$ cat src/rtl/color_fsm_sequencer.sv
// color_fsm_sequencer: round-robin arbiter and command sequencer for the
// Color/HSV state machine. Keeps a shadow of the machine's state, steps it
// to the requested target, checks the output code, and acknowledges the requester.
module color_fsm_sequencer #(
   parameter int unsigned NUM_REQ     = 2,
   parameter logic [1:0]  RESET_STATE = 2'h1
) (
   input  logic                   clk,
   input  logic                   rst,
   input  logic [NUM_REQ-1:0]     req,
   input  logic [2*NUM_REQ-1:0]   tgt,
   output logic [NUM_REQ-1:0]     ack,
   output logic                   err,
   output logic [1:0]             fsm_in,
   input  logic [1:0]             fsm_out,
   output logic [1:0]             cur_state,
   output logic                   busy,
   output logic                   fault
);

   localparam int unsigned IW = (NUM_REQ > 1) ? $clog2(NUM_REQ) : 1;

   typedef enum logic [1:0] {IDLE, STEP, CHECK, DONE} state_t;
   typedef enum logic [1:0] {BLUE, RED, HSV, INVALID} color_t;

   state_t        state, state_nx;
   color_t        shadow, target, step_next, gnt_tgt;
   logic [1:0]    step_code, exp_code;
   logic [IW-1:0] idx, last, gnt_idx;
   logic          gnt_valid, err_r, fault_r;

   // Round-robin pick: scan from the requester after the last grant
   always_comb begin
      int unsigned          cand;
      logic [NUM_REQ-1:0]   rbits;
      logic [2*NUM_REQ-1:0] tbits;
      gnt_valid = 1'b0;
      gnt_idx   = '0;
      gnt_tgt   = INVALID;
      cand      = 0;
      rbits     = '0;
      tbits     = '0;
      for (int unsigned k = 1; k <= NUM_REQ; k++) begin
         cand  = (32'(last) + k) % NUM_REQ;
         rbits = req >> cand;
         tbits = tgt >> (2 * cand);
         if (!gnt_valid && rbits[0]) begin
            gnt_valid = 1'b1;
            gnt_idx   = IW'(cand);
            gnt_tgt   = color_t'(tbits[1:0]);
         end
      end
   end

   // Step table: command code and resulting shadow for the current move
   always_comb begin
      step_code = 2'd3;
      step_next = shadow;
      case (shadow)
         BLUE: begin
            step_code = 2'd1;
            step_next = RED;
         end
         RED: begin
            if (target == BLUE) begin
               step_code = 2'd1;
               step_next = BLUE;
            end else if (target == HSV) begin
               step_code = 2'd2;
               step_next = HSV;
            end
         end
         HSV: begin
            step_code = 2'd0;
            step_next = RED;
         end
         default: ;
      endcase
      exp_code = (target == BLUE) ? 2'd1 : 2'd2;
   end

   // State register
   always_ff @(posedge clk) begin
      if (rst) state <= IDLE;
      else     state <= state_nx;
   end

   // Next-state logic
   always_comb begin
      state_nx = state;
      case (state)
         IDLE: begin
            if (gnt_valid) begin
               if (gnt_tgt == INVALID || fault_r) state_nx = DONE;
               else if (gnt_tgt == shadow)        state_nx = CHECK;
               else                               state_nx = STEP;
            end
         end
         STEP:    state_nx = (step_next == target) ? CHECK : STEP;
         CHECK:   state_nx = DONE;
         DONE:    state_nx = IDLE;
         default: state_nx = IDLE;
      endcase
   end

   // Datapath: grant latch, shadow update, result and fault tracking
   always_ff @(posedge clk) begin
      if (rst) begin
         shadow  <= color_t'(RESET_STATE);
         target  <= RED;
         idx     <= '0;
         last    <= IW'(NUM_REQ - 1);
         err_r   <= 1'b0;
         fault_r <= 1'b0;
      end else begin
         case (state)
            IDLE: begin
               if (gnt_valid) begin
                  idx    <= gnt_idx;
                  target <= gnt_tgt;
                  err_r  <= (gnt_tgt == INVALID) || fault_r;
               end
            end
            STEP: shadow <= step_next;
            CHECK: begin
               if (fsm_out != exp_code) begin
                  err_r   <= 1'b1;
                  fault_r <= 1'b1;
               end
            end
            DONE: last <= idx;
            default: ;
         endcase
      end
   end

   // Outputs decoded from the current state
   always_comb begin
      fsm_in    = 2'd3;
      ack       = '0;
      err       = 1'b0;
      busy      = (state != IDLE);
      cur_state = shadow;
      fault     = fault_r;
      if (state == STEP) fsm_in = step_code;
      if (state == DONE) begin
         ack = NUM_REQ'(1) << idx;
         err = err_r;
      end
   end

endmodule

$ cat config.mk
export PLATFORM = sky130hd
export DESIGN_NAME = color_fsm_sequencer
export DESIGN_NICKNAME = d
export VERILOG_FILES = /design/src/rtl/color_fsm_sequencer.sv
export SDC_FILE = /design/constraint.sdc
export NUM_CORES = 1
export LEC_CHECK = 0
export BUFFER_PORTS_ARGS = -buffer_cell sky130_fd_sc_hd__buf_2
export CORE_MARGIN = 5
export CORE_UTILIZATION = 39
export CTS_CLUSTER_SIZE = 25
export DETAILED_ROUTE_END_ITERATION = 10
export PLACE_DENSITY = 0.66
export SYNTH_ARGS = -nofsm -noshare
export SYNTH_HDL_FRONTEND = slang
export SYNTH_SLANG_ARGS = --single-unit
$ cat constraint.sdc
create_clock -name clk -period 1.8 [get_ports clk]
set_input_delay 0.09 -clock clk [delete_from_list [all_inputs] [get_ports clk]]
set_output_delay 0.09 -clock clk [all_outputs]
set_load 0.02 [all_outputs]
* Word level (Yosys, flattened, before mapping) *
Index checks and enable logic that the tools add are counted.

word-level totals
  register bits after elaboration = 10
  input bits = 10
  output and inout bits = 9
  word-level logic and storage cells = 62

cells by class
  add/sub/neg operators = 2
  equality and inequality tests = 12
  shifts and indexed selects = 5
  muxes and demuxes = 24
  reduce and logical (&&, ||, !) cells = 12

operators with widths
  cell                                                               count
  2-bit two-way mux                                                  12
  2-bit == test, second input constant                               5
  1-bit two-way mux                                                  8
  2-bit case mux with 4 select lines                                 1
  4-bit by 2-bit right shift with 2-bit output                       2
  2-bit zero test                                                    3
  2-bit case mux with 3 select lines                                 1
  2-bit by 1-bit == test with 1-bit output, second input constant    2
  2-bit == test                                                      2
  2-bit != test, second input constant                               2
  2-bit case mux with 2 select lines                                 1
  2-bit AND reduction                                                2
  2-bit nonzero test                                                 2
  2-bit by 1-bit right shift with 1-bit output                       2
  3-bit AND reduction                                                1
  1-bit adder, second input constant                                 2
  2-bit != test                                                      1
  1-bit case mux with 2 select lines                                 1
  2-bit OR reduction                                                 1
  1-bit by 1-bit left shift with 2-bit output, first input constant  1
  1-bit logical AND                                                  1
  1-bit zero test                                                    1
  1-bit logical OR                                                   1

* Logic depth before layout (Yosys ltp) *
  depth after elaboration = 11
  gate-level depth with buffers = 5
  gate-level depth less buffers = 4

* Least setup slack after synthesis *
OpenSTA, ideal clock, no wires.

  path type = register to output
  start point = register shadow[1] (netlist: cur_state[1])
  end point = output fsm_in[0]
  data arrival time = 1.421 ns
  path slack = 0.289 ns
  stages on the path, launching flop included = 5
  path buffers = 1
  cell sequence = dfxtp_1 clkbuf_1 nor2_1 and3_1 o21ai_0

between the ends
  word-level cells in the longest chain between the ends = 3

ends and longest elaborated chain
  what                                   line  source
  start: declaration                     27    color_t shadow, target, step_next, gnt_tgt;
  start signal: assignment               109   shadow <= color_t'(RESET_STATE);
  start signal: assignment               124   STEP: shadow <= step_next;
  2-bit == test (tied with other cells)  59    case (shadow)
  2-bit case mux with 3 select lines *   59
  2-bit two-way mux *                    145   if (state == STEP) fsm_in = step_code;
  end: declaration                       14    output logic [1:0] fsm_in,

Every way passes the cells marked *; elsewhere a longest branch is shown, timed or not.

* Worst setup path in the final report *
  start point = register state[0]
  end point = output fsm_in[1]

between the ends
  word-level cells in the longest chain between the ends = 2

ends and longest elaborated chain
  what                                      line  source
  start: declaration                        26    state_t state, state_nx;
  start signal: assignment                  85    else state <= state_nx;
  2-bit by 1-bit == test with 1-bit output  145
  2-bit two-way mux                         145

Every way passes these cells.

==> results <==
- The run finished with clean final reports.
- The count of cells resized by post-cts repair is 0.
- The area added between synthesis and finish is 16.0%.
- The pin count of the biggest net entering global routing is 13.
- The cell taking the most area after synthesis is dfxtp_1.
- The final global-route overflow total is 0.
- The cell count of the worst reg-to-reg path is 3.
- The setup clock skew after layout is 0.00134 ns.
- Across all register-to-register paths, the minimum setup slack is 0.33 ns.
- The die covers 2630 sq um.
- In the final layout, the share of cells above drive strength 1 is 28.6%.
- Internal power comes to 0.594 mW.
- The mapped netlist covers 666 sq um.
- Setup repair after global routing left no endpoint under its margin.
- The number of synthesized flops with an enable pin is 0.
- Counting the fill cells in the layout gives 169.
- Of the total power, combinational logic draws 46.2%.
- The clock network is responsible for 14.6% of the overall power.
- Buffers placed on the I/O ports in this run total 18.
- The number of clock buffers inserted by TritonCTS is 3.
- The synthesized design contains 10 register bits.
- In this run the standard cell core region covers 1670 sq um.
- 0 antenna diodes ended up in the layout.
- After synthesis, the netlist uses 38 different library cells.
- For this design, the CTS-stage hold fixing added 0 buffers.
- The arrival time at the worst endpoint is 1.38 ns.
- In this run the count of I/O pins placed on the die edge is 19.
- For the pin with the worst max-slew slack, the measured transition is 0.456 ns.
- The number of DRC violations after detailed-routing iteration 0 is 17.
- The critical path required time is 1.71 ns.
- Along the worst path, the maximum fanout reaches 12.
- The worst hold path class is in2reg.
- The number of vias per cell after detailed routing is 5.65.
- The total count of max-transition violations in the final report came to 0.
- The count of synthesis-stage warnings from yosys is 0.
- The critical register-to-register path startpoint is state[0].
- The worst hold path stage count is 2.
- From left edge to right edge, the die measures 51.3 um.
- The endpoint of the lowest-slack register-to-register path is state[0].
- The top achievable clock speed is 680 MHz.
- The row count is 15.
- The number of hold violations in the final report was 0.
- Per report_power, the sequential group accounts for 39.2% of the total.
- The analysis attributes to net switching a power of 0.465 mW.
- In the final routed layout, each cell accounts on average for 12.8 um.
- The via count is 650.
- Of the synthesized area, sequential elements account for 30.1%.
- The mean instance size in the synthesized netlist is 8.12 sq um.
- The worst hold path endpoint is cur_state[1].
- The number of iterations in the first detailed-routing pass is 4.
- The power density normalized to cell area is 1370 nW/um^2.
- The buffer levels on the longest clock path is 2.
- The post-route minimum period is 1.47 ns.
- The worst pin sits at a relative slew slack of 69.5%.
- The number of H-tree levels is 1.
- In this run the most critical hold path is launched from rst.
- The type of the setup path with the least slack is reg2out.
- The top cell types in the final layout, fill and taps aside, are buf_2 (18), nor2_1 (10), dfxtp_1 (10).
- Setup violations remaining at the end of the flow were counted as 0.
- The number of routed nets with antenna violations is 0.
- The clock tree from TritonCTS is built.
- The library cell used most frequently in the layout, excluding fill and tap cells, is buf_2.
- The number of global-route vias before repair is 551.
- The flip-flop cell with the highest count after synthesis is dfxtp_1.
- The total setup buffers inserted after CTS is 0.
- For this block, the routed nets add up to 1.48 mm of wire.
- In this run the static leakage power is 0.357 nW.
- The first global-routing pass estimated 2.43 mm of wire.
- After layout, the design draws a total of 1.06 mW.
- For this run, the total global-route usage over all layers was measured as 12.3%.
- By area the synthesized netlist is led by dfxtp_1 (30%), nor2_1 (5.6%), a21bo_2 (4.5%), a211oi_1 (4.5%), inv_1 (3.9%).
- After clock tree synthesis, the clock-pin slew on the worst setup and hold paths is 0.07 ns.
- The number of nets produced by synthesis is 92.
- For this run, design rule violations remaining after detail routing come to 0.
- The initial antenna violation count is 0.
- STA classifies the critical path endpoint as a primary output.
- The library cell used as clock root buffer is clkbuf_4.
- The share of total power consumed by net switching is 44.0%.
- The period utilization is 81.7%.
- The clock sink count is 10.
- The largest voltage drop on the vdd net is 0.000667 V.
- The number of violations of the max-capacitance limit is 0.
- Tracing the worst setup path back leads to its startpoint at state[0].
- Synthesis produced a netlist whose cell count is 82.
- The final layout contains 110 nets.
- The setup TNS after final layout is 0 ns.
- In the synthesized netlist the async set-or-reset flop fraction comes to 0%.
- The die outline height is 51.3 um.
- The worst setup path is launched from a flip-flop.
- The wire-length estimate of the detail-placed layout is 1.14 mm.
- The placer congestion estimate is 0.790.
- The fraction of post-synthesis cell area in the top cell type by area is 30.1%.
- The initial core utilization is 39.9%.
- Clock latency on the worst-skew pair, taken at its later pin, is 0.26 ns.
-- layout make-up --
cell class	count	area [sq um]	area share, %
Clock buffer	3	22.5	2.92
Tap cell	17	21.3	2.76
Sequential cell	10	200	25.9
Inverter	7	26.3	3.40
Timing Repair Buffer	18	90.1	11.7
Multi-Input combinational cell	60	412	53.3
-- worst max-delay path, cell delays in order, from the launching register on --
cell and delay, ns:
dfxtp_1 0.57, and2b_1 0.28, o21ai_0 0.11, buf_2 0.17
-- Yosys cell counts, types with 2 or more instances --
cell type,instances
a211oi_1,4
a21bo_2,3
a31oi_1,2
and3_1,3
clkbuf_1,2
dfxtp_1,10
inv_1,7
nand2_1,5
nor2_1,10
nor2b_1,2
nor3_1,5
o211ai_1,2
o21ai_0,2
-- registers in the layout, indices dropped and copies added (netlist names) --
signal and cells:
state 2, err_r 1, last 1, idx 1, fault 1, cur_state 2
target 2
-- logic make-up after synthesis --
group                  synth area share, %
multiplexers                          1.50
buffers and inverters                 8.08
AND/OR/NAND/NOR                       29.3
AO/OA/AOI/OAI                         29.7
flip-flops                            30.1
XOR/XNOR                              1.32
-- power by group through the flow --
stage | combinational, mW | sequential, mW | clock (mW)
floorplan | 0.446 | 0.362 | 0
global placement | 0.493 | 0.409 | 0
detailed placement | 0.491 | 0.416 | 0
CTS | 0.493 | 0.411 | 0.159
global route | 0.546 | 0.428 | 0.170
finish | 0.489 | 0.415 | 0.155
-- how the worst max path moves through the flow --
stage / cells past startpoint / end
final: 3 / fsm_in[1]
after global routing: 4 / fsm_in[0]
after CTS: 3 / fsm_in[1]
after detailed placement: 3 / state[0]
after global placement: 3 / state[0]
after floorplan: 4 / fsm_in[0]
-- routing by layer --
metal | routed length, um | vias to the layer above | global-route usage [%]
met3 | 61 | 0 | 2.92
met4 | 0 | 0 | 6.55
met2 | 733 | 12 | 18.7
li1 | - | 334 | -
met1 | 682 | 304 | 16.0
met5 | 0 | - | 0
-- metrics by stage --
stage,instance area (sq um),std cells,hold WS [ns],util (%),worst slack (ns)
after global placement,749,112,0.393,44.9,0.392
final,772,115,0.128,46.2,0.330
after floorplan,666,82,0.277,-,0.289
after CTS,772,115,0.118,46.2,0.337
after global routing,772,115,0.134,46.2,0.221
after detailed placement,749,112,0.397,44.9,0.357
No activity file was read; power rests on OpenSTA's default activity.
